### src/rtl/conv_pkg.sv
// rtl/conv_pkg.sv - shared constants, FSM encoding and helpers for the convolution buffer arbiter
package conv_pkg;

    localparam int NREQ      = 3;
    localparam int ADDR_W    = 16;
    localparam int DATA_W    = 8;
    localparam int MAX_BURST = 16;
    localparam int LEN_W     = $clog2(MAX_BURST + 1);
    localparam int PTR_W     = (NREQ > 1) ? $clog2(NREQ) : 1;

    localparam logic [1:0] S_IDLE  = 2'b00;
    localparam logic [1:0] S_BURST = 2'b01;
    localparam logic [1:0] S_DRAIN = 2'b10;

    typedef enum logic [1:0] {
        ST_IDLE  = S_IDLE,
        ST_BURST = S_BURST,
        ST_DRAIN = S_DRAIN
    } state_e;

    function automatic logic [PTR_W-1:0] onehot_to_idx(input logic [NREQ-1:0] oh);
        logic [PTR_W-1:0] idx;
        idx = '0;
        for (int j = 0; j < NREQ; j++) begin
            if (oh[j]) begin
                idx = idx | PTR_W'(j);
            end
        end
        return idx;
    endfunction

endpackage

### src/rtl/conv_mem_arbiter_if.sv
// rtl/conv_mem_arbiter_if.sv - engine-side request/response bundle of the buffer read arbiter
interface conv_mem_arbiter_if;
    import conv_pkg::*;

    logic [NREQ-1:0]        req;
    logic [NREQ*ADDR_W-1:0] req_addr;
    logic [NREQ*LEN_W-1:0]  req_len;
    logic [NREQ-1:0]        gnt;
    logic [NREQ-1:0]        rd_valid;
    logic [DATA_W-1:0]      rd_data;
    logic [NREQ-1:0]        done;

    modport master (
        output req, req_addr, req_len,
        input  gnt, rd_valid, rd_data, done
    );

    modport slave (
        input  req, req_addr, req_len,
        output gnt, rd_valid, rd_data, done
    );

endinterface

### src/rtl/rr_arbiter.sv
// rtl/rr_arbiter.sv - combinational round-robin pick, searching upward from ptr+1
module rr_arbiter #(
    parameter int N  = 3,
    parameter int PW = (N > 1) ? $clog2(N) : 1
) (
    input  logic [N-1:0]  req,
    input  logic [PW-1:0] ptr,
    output logic [N-1:0]  gnt,
    output logic          valid
);

    // Rank 0 is the requester right after ptr; the lowest-ranked asserted one wins.
    always_comb begin
        int best;
        int rank;
        gnt   = '0;
        valid = 1'b0;
        best  = N;
        rank  = 0;
        for (int j = 0; j < N; j++) begin
            rank = (j + 2 * N - 1 - int'(ptr)) % N;
            if (req[j] && (rank < best)) begin
                best   = rank;
                gnt    = '0;
                gnt[j] = 1'b1;
                valid  = 1'b1;
            end
        end
    end

endmodule

### src/rtl/conv_mem_arbiter.sv
// rtl/conv_mem_arbiter.sv - shares the buffer read port among the convolution engines with burst reads
module conv_mem_arbiter
    import conv_pkg::*;
(
    input  logic              clk,
    input  logic              reset,
    conv_mem_arbiter_if.slave eng,
    output logic              mem_en,
    output logic [ADDR_W-1:0] mem_addr,
    input  logic [DATA_W-1:0] mem_rdata,
    output logic              busy,
    output logic [1:0]        state_out
);

    state_e            state_q, state_d;
    logic [NREQ-1:0]   gnt_q, gnt_d;
    logic [NREQ-1:0]   done_q, done_d;
    logic              mem_en_q, mem_en_d;
    logic [ADDR_W-1:0] mem_addr_q, mem_addr_d;
    logic [LEN_W-1:0]  cnt_q, cnt_d;
    logic [LEN_W-1:0]  len_q, len_d;
    logic [PTR_W-1:0]  ptr_q, ptr_d;
    logic              en_dly_q, en_dly_d;
    logic              busy_q, busy_d;
    logic [1:0]        state_out_q, state_out_d;

    logic [NREQ-1:0]   arb_gnt;
    logic              arb_valid;
    logic [ADDR_W-1:0] sel_addr;
    logic [LEN_W-1:0]  sel_len;
    logic [LEN_W-1:0]  clamp_len;

    rr_arbiter #(.N(NREQ), .PW(PTR_W)) u_arb (
        .req   (eng.req),
        .ptr   (ptr_q),
        .gnt   (arb_gnt),
        .valid (arb_valid)
    );

    always_comb begin
        sel_addr = '0;
        sel_len  = '0;
        for (int j = 0; j < NREQ; j++) begin
            if (arb_gnt[j]) begin
                sel_addr = eng.req_addr[j*ADDR_W +: ADDR_W];
                sel_len  = eng.req_len[j*LEN_W +: LEN_W];
            end
        end
        clamp_len = (sel_len > LEN_W'(MAX_BURST)) ? LEN_W'(MAX_BURST) : sel_len;
    end

    always_comb begin
        state_d     = state_q;
        gnt_d       = gnt_q;
        done_d      = '0;
        mem_en_d    = mem_en_q;
        mem_addr_d  = mem_addr_q;
        cnt_d       = cnt_q;
        len_d       = len_q;
        ptr_d       = ptr_q;
        en_dly_d    = mem_en_q;
        busy_d      = (state_q != ST_IDLE);
        state_out_d = state_q;
        case (state_q)
            ST_IDLE: begin
                if (arb_valid) begin
                    gnt_d      = arb_gnt;
                    ptr_d      = onehot_to_idx(arb_gnt);
                    len_d      = clamp_len;
                    mem_addr_d = sel_addr;
                    if (clamp_len == '0) begin
                        state_d  = ST_DRAIN;
                        mem_en_d = 1'b0;
                        cnt_d    = '0;
                        done_d   = arb_gnt;
                    end else begin
                        state_d  = ST_BURST;
                        mem_en_d = 1'b1;
                        cnt_d    = LEN_W'(1);
                    end
                end
            end
            ST_BURST: begin
                if (cnt_q < len_q) begin
                    mem_addr_d = mem_addr_q + ADDR_W'(1);
                    cnt_d      = cnt_q + LEN_W'(1);
                end else begin
                    mem_en_d = 1'b0;
                    state_d  = ST_DRAIN;
                    done_d   = gnt_q;
                end
            end
            ST_DRAIN: begin
                state_d = ST_IDLE;
                gnt_d   = '0;
            end
            default: begin
                state_d  = ST_IDLE;
                gnt_d    = '0;
                mem_en_d = 1'b0;
            end
        endcase
    end

    // ptr resets to the last requester so requester 0 wins the first arbitration.
    always_ff @(posedge clk) begin
        if (reset) begin
            state_q     <= ST_IDLE;
            gnt_q       <= '0;
            done_q      <= '0;
            mem_en_q    <= 1'b0;
            mem_addr_q  <= '0;
            cnt_q       <= '0;
            len_q       <= '0;
            ptr_q       <= PTR_W'(NREQ - 1);
            en_dly_q    <= 1'b0;
            busy_q      <= 1'b0;
            state_out_q <= S_IDLE;
        end else begin
            state_q     <= state_d;
            gnt_q       <= gnt_d;
            done_q      <= done_d;
            mem_en_q    <= mem_en_d;
            mem_addr_q  <= mem_addr_d;
            cnt_q       <= cnt_d;
            len_q       <= len_d;
            ptr_q       <= ptr_d;
            en_dly_q    <= en_dly_d;
            busy_q      <= busy_d;
            state_out_q <= state_out_d;
        end
    end

    assign eng.gnt      = gnt_q;
    assign eng.done     = done_q;
    assign eng.rd_valid = gnt_q & {NREQ{en_dly_q}};
    assign eng.rd_data  = mem_rdata;
    assign mem_en       = mem_en_q;
    assign mem_addr     = mem_addr_q;
    assign busy         = busy_q;
    assign state_out    = state_out_q;

endmodule
### src/flat_wrapper.sv
// flat-port wrapper written by rule: the top's interface ports become plain ports
module conv_mem_arbiter_flat import conv_pkg::*;
  (clk, reset, mem_en, mem_addr, mem_rdata, busy, state_out, eng_req, eng_req_addr, eng_req_len, eng_gnt, eng_rd_valid, eng_rd_data, eng_done);
  conv_mem_arbiter_if eng_i ();
  input  logic clk;
  input  logic reset;
  output logic mem_en;
  output logic [ADDR_W-1:0] mem_addr;
  input  logic [DATA_W-1:0] mem_rdata;
  output logic busy;
  output logic [1:0] state_out;
  input wire logic [$bits(eng_i.req)-1:0] eng_req;
  input wire logic [$bits(eng_i.req_addr)-1:0] eng_req_addr;
  input wire logic [$bits(eng_i.req_len)-1:0] eng_req_len;
  output wire logic [$bits(eng_i.gnt)-1:0] eng_gnt;
  output wire logic [$bits(eng_i.rd_valid)-1:0] eng_rd_valid;
  output wire logic [$bits(eng_i.rd_data)-1:0] eng_rd_data;
  output wire logic [$bits(eng_i.done)-1:0] eng_done;
  assign eng_i.req = eng_req;
  assign eng_i.req_addr = eng_req_addr;
  assign eng_i.req_len = eng_req_len;
  assign eng_gnt = eng_i.gnt;
  assign eng_rd_valid = eng_i.rd_valid;
  assign eng_rd_data = eng_i.rd_data;
  assign eng_done = eng_i.done;
  conv_mem_arbiter u_core (.clk(clk), .reset(reset), .eng(eng_i), .mem_en(mem_en), .mem_addr(mem_addr), .mem_rdata(mem_rdata), .busy(busy), .state_out(state_out));
endmodule
### config.mk
export PLATFORM = sky130hd
export DESIGN_NAME = conv_mem_arbiter_flat
export DESIGN_NICKNAME = d
export VERILOG_FILES = /design/src/rtl/conv_pkg.sv /design/src/rtl/conv_mem_arbiter_if.sv /design/src/rtl/rr_arbiter.sv /design/src/rtl/conv_mem_arbiter.sv /design/src/flat_wrapper.sv
export SDC_FILE = /design/constraint.sdc
export NUM_CORES = 1
export LEC_CHECK = 0
export BUFFER_PORTS_ARGS = -buffer_cell sky130_fd_sc_hd__buf_2
export CORE_ASPECT_RATIO = 1.5
export CORE_MARGIN = 8
export CORE_UTILIZATION = 56
export CTS_CLUSTER_SIZE = 24
export DETAILED_ROUTE_END_ITERATION = 7
export GPL_TIMING_DRIVEN = 0
export PLACE_DENSITY_LB_ADDON = 0.2
export SYNTH_ARGS = -nofsm -noshare
export SYNTH_HDL_FRONTEND = slang
export SYNTH_SLANG_ARGS = --single-unit
### constraint.sdc
create_clock -name clk -period 18 [get_ports clk]
set_input_delay 2.7 -clock clk [delete_from_list [all_inputs] [get_ports clk]]
set_output_delay 2.7 -clock clk [all_outputs]
set_load 0.03 [all_outputs]
; ---- Yosys cells after proc, flatten, opt, wreduce, memory -nomap -nowiden
; Index checks and enable logic that the tools add are counted.
[word_totals]
register_bits = 41
latch_bits = 0
mem_bits_rw = 0
mem_bits_ro = 0
out_inout_bits = 37
wordCells = 82
mem_count = 0
[op_classes]
addsub = 5
mul = 0
n_div = 3
order_cmp = 5
n_eq_ne = 5
n_shift = 0
mux = 38
n_bitwise = 3
reduce_logical = 12
[ops]
columns = cell, n
row1 = "modulo 32 x 3 -> 32 bit, second input constant", 3
row2 = two-way mux 16 bit, 5
row3 = less-than comparator 32 bit, 2
row4 = two-way mux 32 bit, 2
row5 = "less-than comparator 32 x 3 -> 1 bit, second input constant", 1
row6 = one-hot mux 16 bit (2 select lines), 1
row7 = two-way mux 5 bit, 6
row8 = two-way mux 3 bit, 6
row9 = "adder 16 x 1 -> 16 bit, second input constant", 1
row10 = one-hot mux 3 bit (2 select lines), 2
row11 = "subtractor 3 x 2 -> 4 bit, first input constant", 3
row12 = one-hot mux 5 bit (2 select lines), 1
row13 = two-way mux 1 bit, 9
row14 = two-way mux 2 bit, 4
row15 = AND reduction 2 bit, 3
row16 = AND reduction 3 bit, 2
row17 = "adder 5 x 1 -> 5 bit, second input constant", 1
row18 = "greater-than comparator 5 bit, second input constant", 1
row19 = logical NOT 5 bit, 1
row20 = less-than comparator 5 bit, 1
row21 = "inequality test 2 x 1 -> 1 bit, second input constant", 2
row22 = one-hot mux 2 bit (2 select lines), 1
row23 = nonzero test 2 bit, 2
row24 = bitwise AND 3 bit, 1
row25 = other kinds (7), 10

; ---- Logic depth before layout (Yosys ltp)
[depth]
ltp_word = 20
depth_mapped = 29
mapped_depth_nobuf = 23

; ---- Hierarchy
; From an unflattened synthesis, not the netlist that was laid out.
[hier_totals]
cells_unflattened = 450
hier_area_um2 = 3632.2
[modules_own_cells]
columns = mod, n_inst, cells_each, area_per_inst_um2, seq_area_each_um2
row1 = conv_mem_arbiter, 1, 322, 2617.5, 820.8
row2 = rr_arbiter, 1, 128, 1014.7, 0.0

; ---- Worst setup path before layout
; OpenSTA, ideal clock, no wires.
[synth_path]
kind = input to register
from = input port eng_req[0]
to = register u_core.len_q[1]
t_arrival_ps = 8556
required_time_ps = 17908
path_slack_ps = 9351
stages = 26
cell_sequence = clkbuf_1 -> inv_1 -> nor2_1 -> nand2_1 -> ha_1 -> a221oi_2 -> nand2_1 -> o311ai_2 -> nand2_1 -> o21ai_1 -> clkbuf_1 -> buf_1 -> buf_1 -> a21boi_0 -> ha_1 -> nand4_1 -> o311ai_2 -> a2111oi_4 -> nand4b_1 -> o211ai_2 -> a21oi_2 -> mux2_4 -> buf_6 -> mux2_4 -> or3_4 -> o32ai_1
[synth_via]
elab_chain_len = 13
[synth_rtl]
columns = item, line_no
row1 = start: declaration, flat_wrapper.sv:12  ; input wire logic [$bits(eng_i.req)-1:0] eng_req;
row2 = logical AND 1 bit *, rr_arbiter.sv:22  ; if (req[j] && (rank < best)) begin
row3 = two-way mux 32 bit, rr_arbiter.sv:22
row4 = less-than comparator 32 bit, rr_arbiter.sv:22
row5 = logical AND 1 bit, rr_arbiter.sv:22
row6 = two-way mux 32 bit, rr_arbiter.sv:22
row7 = less-than comparator 32 bit, rr_arbiter.sv:22
row8 = logical AND 1 bit, rr_arbiter.sv:22
row9 = two-way mux 3 bit, rr_arbiter.sv:22
row10 = two-way mux 5 bit (3 in a row), conv_mem_arbiter.sv:44  ; if (arb_gnt[j]) begin
row11 = greater-than comparator 5 bit, conv_mem_arbiter.sv:49  ; clamp_len = (sel_len > LEN_W'(MAX_BURST)) ? LEN_W'(MAX_BURST) : sel_len;
row12 = two-way mux 5 bit, conv_mem_arbiter.sv:49
row13 = end signal: assignment, conv_mem_arbiter.sv:126  ; len_q <= len_d;
row14 = end: declaration, conv_mem_arbiter.sv:21  ; logic [LEN_W-1:0] len_q, len_d;
; Mark *: on every way between the ends. The rest lies on a longest branch, timed or not.
; A chain may end at the register's enable or synchronous reset.

; ---- Worst setup path after layout
[layout_path]
from = input port eng_req[0]
to = register u_core.mem_addr_q[11] (netlist: u_core.mem_addr[11])
[layout_via]
elab_chain_len = 13
[layout_rtl]
columns = item, line_no
row1 = logical AND 1 bit *, rr_arbiter.sv:22
row2 = two-way mux 32 bit, rr_arbiter.sv:22
row3 = less-than comparator 32 bit, rr_arbiter.sv:22
row4 = logical AND 1 bit, rr_arbiter.sv:22
row5 = two-way mux 32 bit, rr_arbiter.sv:22
row6 = less-than comparator 32 bit, rr_arbiter.sv:22
row7 = logical AND 1 bit, rr_arbiter.sv:22
row8 = two-way mux 3 bit, rr_arbiter.sv:22
row9 = two-way mux 16 bit (3 in a row), conv_mem_arbiter.sv:44
row10 = two-way mux 16 bit, conv_mem_arbiter.sv:66  ; if (arb_valid) begin
row11 = one-hot mux 16 bit (2 select lines), conv_mem_arbiter.sv:64  ; case (state_q)
row12 = end signal: assignment, conv_mem_arbiter.sv:124  ; mem_addr_q <= mem_addr_d;
row13 = end: declaration, conv_mem_arbiter.sv:19  ; logic [ADDR_W-1:0] mem_addr_q, mem_addr_d;
; Mark *: on every way between the ends. The rest lies on a longest branch, timed or not. The select of a mux whose other input is x is not followed.

==> flow_summary.ini <==
[run_status]
outcome = completed

[cts]
cts_tree = built
clock-sinks = 41
clockBufferDepth = 2
cts_htree_levels = 2
cts_root_buf = clkbuf_8
cts.repair.resized = 0
hold_buffers = 0
postCtsSetupBuffers = 0
cts_made_buffers = 5
clock_latency_ns = 0.30
clkTransAtPathRegs_ns = 0.09

[sta]
setup_viol = 0
hold_viol_final = 0
finalMaxSlewViolations = 0
fin_crit_sh_pct = 55.4
fin_skew_ns = 0.00479
slew_headroom_pct = 43.0
min_period_ns = 9.98
setup_tns_ns = 0
fmax_mhz = 100
rsz0062_at_grt = no
worstMarginPinSlew_ns = 0.831

[pwr]
total_leakage_power_nw = 1.97
peakVddDrop_mv = 0.137
cellPowerDensity_nw_per_um2 = 174

[die]
rows = 35
pin_count = 113
core_area_um2 = 6170
fp.dieH_um = 114
dieArea_um2 = 9280
die_w_um = 81.4
initial_core_util_pct = 58.1

[synth]
synth_edf_count = 0
synth_ff_type = dfxtp_1
synthesis.area_um2 = 3590
avgSynthCellArea_um2 = 7.44
ys_warn_count = 0
yosysSeqAreaShare_pct = 22.9
async_flop_share_pct = 0
ys_ff_latch = 41
synthCells = 482
ys_types = 55

[worst_setup_path]
critical_path.slowest_cell = a2111oi_4
crit_buf_inv = 7
max_stage_delay_ns = 0.44
cpMostUsedCell = nand2_1
path_max_fanout = 10
worst_setup_path_end_kind = register
crit_family = compound AO/OA/AOI/OAI gates
worstPathArrival_ns = 10.15
startpoint_type = input pin
crit_required_ns = 18.18
reg2reg_setup_slack_ns = 10.07
critPathKind = input pin to register

[route]
drtIter0Drc = 374
drt-total-wl_mm = 12.3
post_drt_wl_per_cell_um = 18.4
first_pass_iters = 4
vias_per_cell = 6.14
drcViolationCount = 0
ant_nets = 0
vias = 4108

[cells_and_area]
final_cell_mix = 106 x buf_2, 72 x nand2_1, 45 x nor2_1, 41 x dfxtp_1, 35 x ha_1
final_common_cell = buf_2
seqCellArea_um2 = 821
final_util_pct = 70.0
multi_input_area_um2 = 2520
nets = 705
nFillCells = 555
area_growth_pct = 20.4
drive_above_1_share_pct = 24.4
antenna_cells = 0

[job]
max_cap_violations = 0

[placed_design]
portBuffers = 104
dpl.hpwl_mm = 9.80
routabilityCongestion = 0.952

[global_route]
overflow = 0
gr-usage-all-layers_pct = 26.5
grt_pass1_vias = 4185
grt_max_degree = 15
grt_pass1_wl_mm = 20.0
antenna_found_initial = 0

[hold_path]
hp-class = register to register
-- cells by family after synthesis --
group | Yosys count | share of synthesized area (%)
AO/OA/AOI/OAI | 144 | 28.2
adder cells (fa/ha/maj) | 35 | 12.2
buffers and inverters | 54 | 6.87
flip-flops | 41 | 22.9
multiplexers | 19 | 5.82
other | 1 | 0.105
AND/OR/NAND/NOR | 188 | 23.9
-- per-layer routing --
layer,share of wire [%],vias up,global-route usage (%)
met2,53,179,47.3
met1,37,1923,28.9
met4,3.3,0,12.2
met5,0,-,0
li1,-,1966,-
met3,6.7,40,4.49
-- state kept, by name (all words and copies together), names as in the netlist --
name	flops
u_core.cnt_q	5
u_core.ptr_q	2
u_core.mem_addr	16
u_core.mem_en	1
u_core.len_q	5
u_core.state_out_d	2
u_core.state_out	2
u_core.eng.done	3
u_core.en_dly_q	1
u_core.busy	1
u_core.eng.gnt	3
-- Yosys cell counts (2+ instances only) --
cell      number  area [µm²]
nand2_1       72         270
nor2_1        45         169
dfxtp_1       41         821
ha_1          35         438
o21ai_0       33         165
a21oi_1       31         155
clkbuf_1      20        75.1
inv_1         20        75.1
nor3_1        18        90.1
a211oi_1      12        90.1
mux2i_1       10         100
nand3_1       10        50.1
o32ai_1       10        87.6
buf_4          9        67.6
a32o_1         8        80.1
a21boi_0       7        52.6
and2_1         7        43.8
mux2_2         7        78.8
nand2b_1       7        43.8
nor2b_1        7        43.8
a311oi_1       6        52.6
and3_1         6        37.5
o211ai_1       6        45.0
nand4_1        5        31.3
a21o_1         4        30.0
o21ai_1        4        20.0
o22ai_1        4        25.0
nor4_1         3        18.8
a21oi_2        2        17.5
a221oi_1       2        17.5
buf_1          2        7.51
buf_2          2        10.0
mux2_4         2        30.0
o21a_1         2        15.0
o311ai_2       2        32.5
or2_2          2        12.5
-- worst min-delay path: stages, from the launching register on --
cell,delay (ns)
dfxtp_1,0.31
inv_1,0.07
o32ai_1,0.06
-- path summary, 6_finish.rpt --
| check | cells after the start | to | from |
|---|---|---|---|
| min | 2 | u_core.len_q[3] | u_core.len_q[3] |
| min reg2reg | 2 | u_core.len_q[3] | u_core.len_q[3] |
| max reg2reg | 26 | u_core.mem_addr[11] | u_core.ptr_q[1] |
| max | 27 | u_core.mem_addr[11] | eng_req[0] |
-- power breakdown --
| group | leakage [nW] | internal (W) | total (W) | switching (W) |
|---|---|---|---|---|
| Combinational | 1.58 | 0.000205 | 0.000539 | 0.000334 |
| Clock | 0.0543 | 0.0000415 | 0.0000774 | 0.0000358 |
| Sequential | 0.335 | 0.000113 | 0.000133 | 0.0000206 |
-- stage by stage --
| stage | instance area, µm² | worst slack (ns) | cells | hold WS (ns) | power (W) |
|---|---|---|---|---|---|
| 2_1_floorplan | 3590 | 9.35 | 483 | 0.425 | 0.000526 |
| 3_3_place_gp | 4210 | 7.95 | 661 | 0.446 | 0.000654 |
| 3_5_place_dp | 4210 | 7.80 | 661 | 0.445 | 0.000664 |
| 4_1_cts | 4320 | 8.08 | 669 | 0.482 | 0.000740 |
| 5_1_grt | 4320 | 7.40 | 669 | 0.513 | 0.000802 |
| 6_report | 4320 | 8.02 | 669 | 0.482 | 0.000750 |
-- area by class of cell --
type | count | area share, %
plain buffers | 34 | 3.97
well taps | 74 | 2.14
clock inverters | 3 | 1.07
clock buffers | 5 | 1.59
flip-flops and latches | 41 | 19.0
inverters | 20 | 1.74
repair buffers | 104 | 12.0
multi-input cells | 388 | 58.4
No activity file was read; power rests on OpenSTA's default activity.
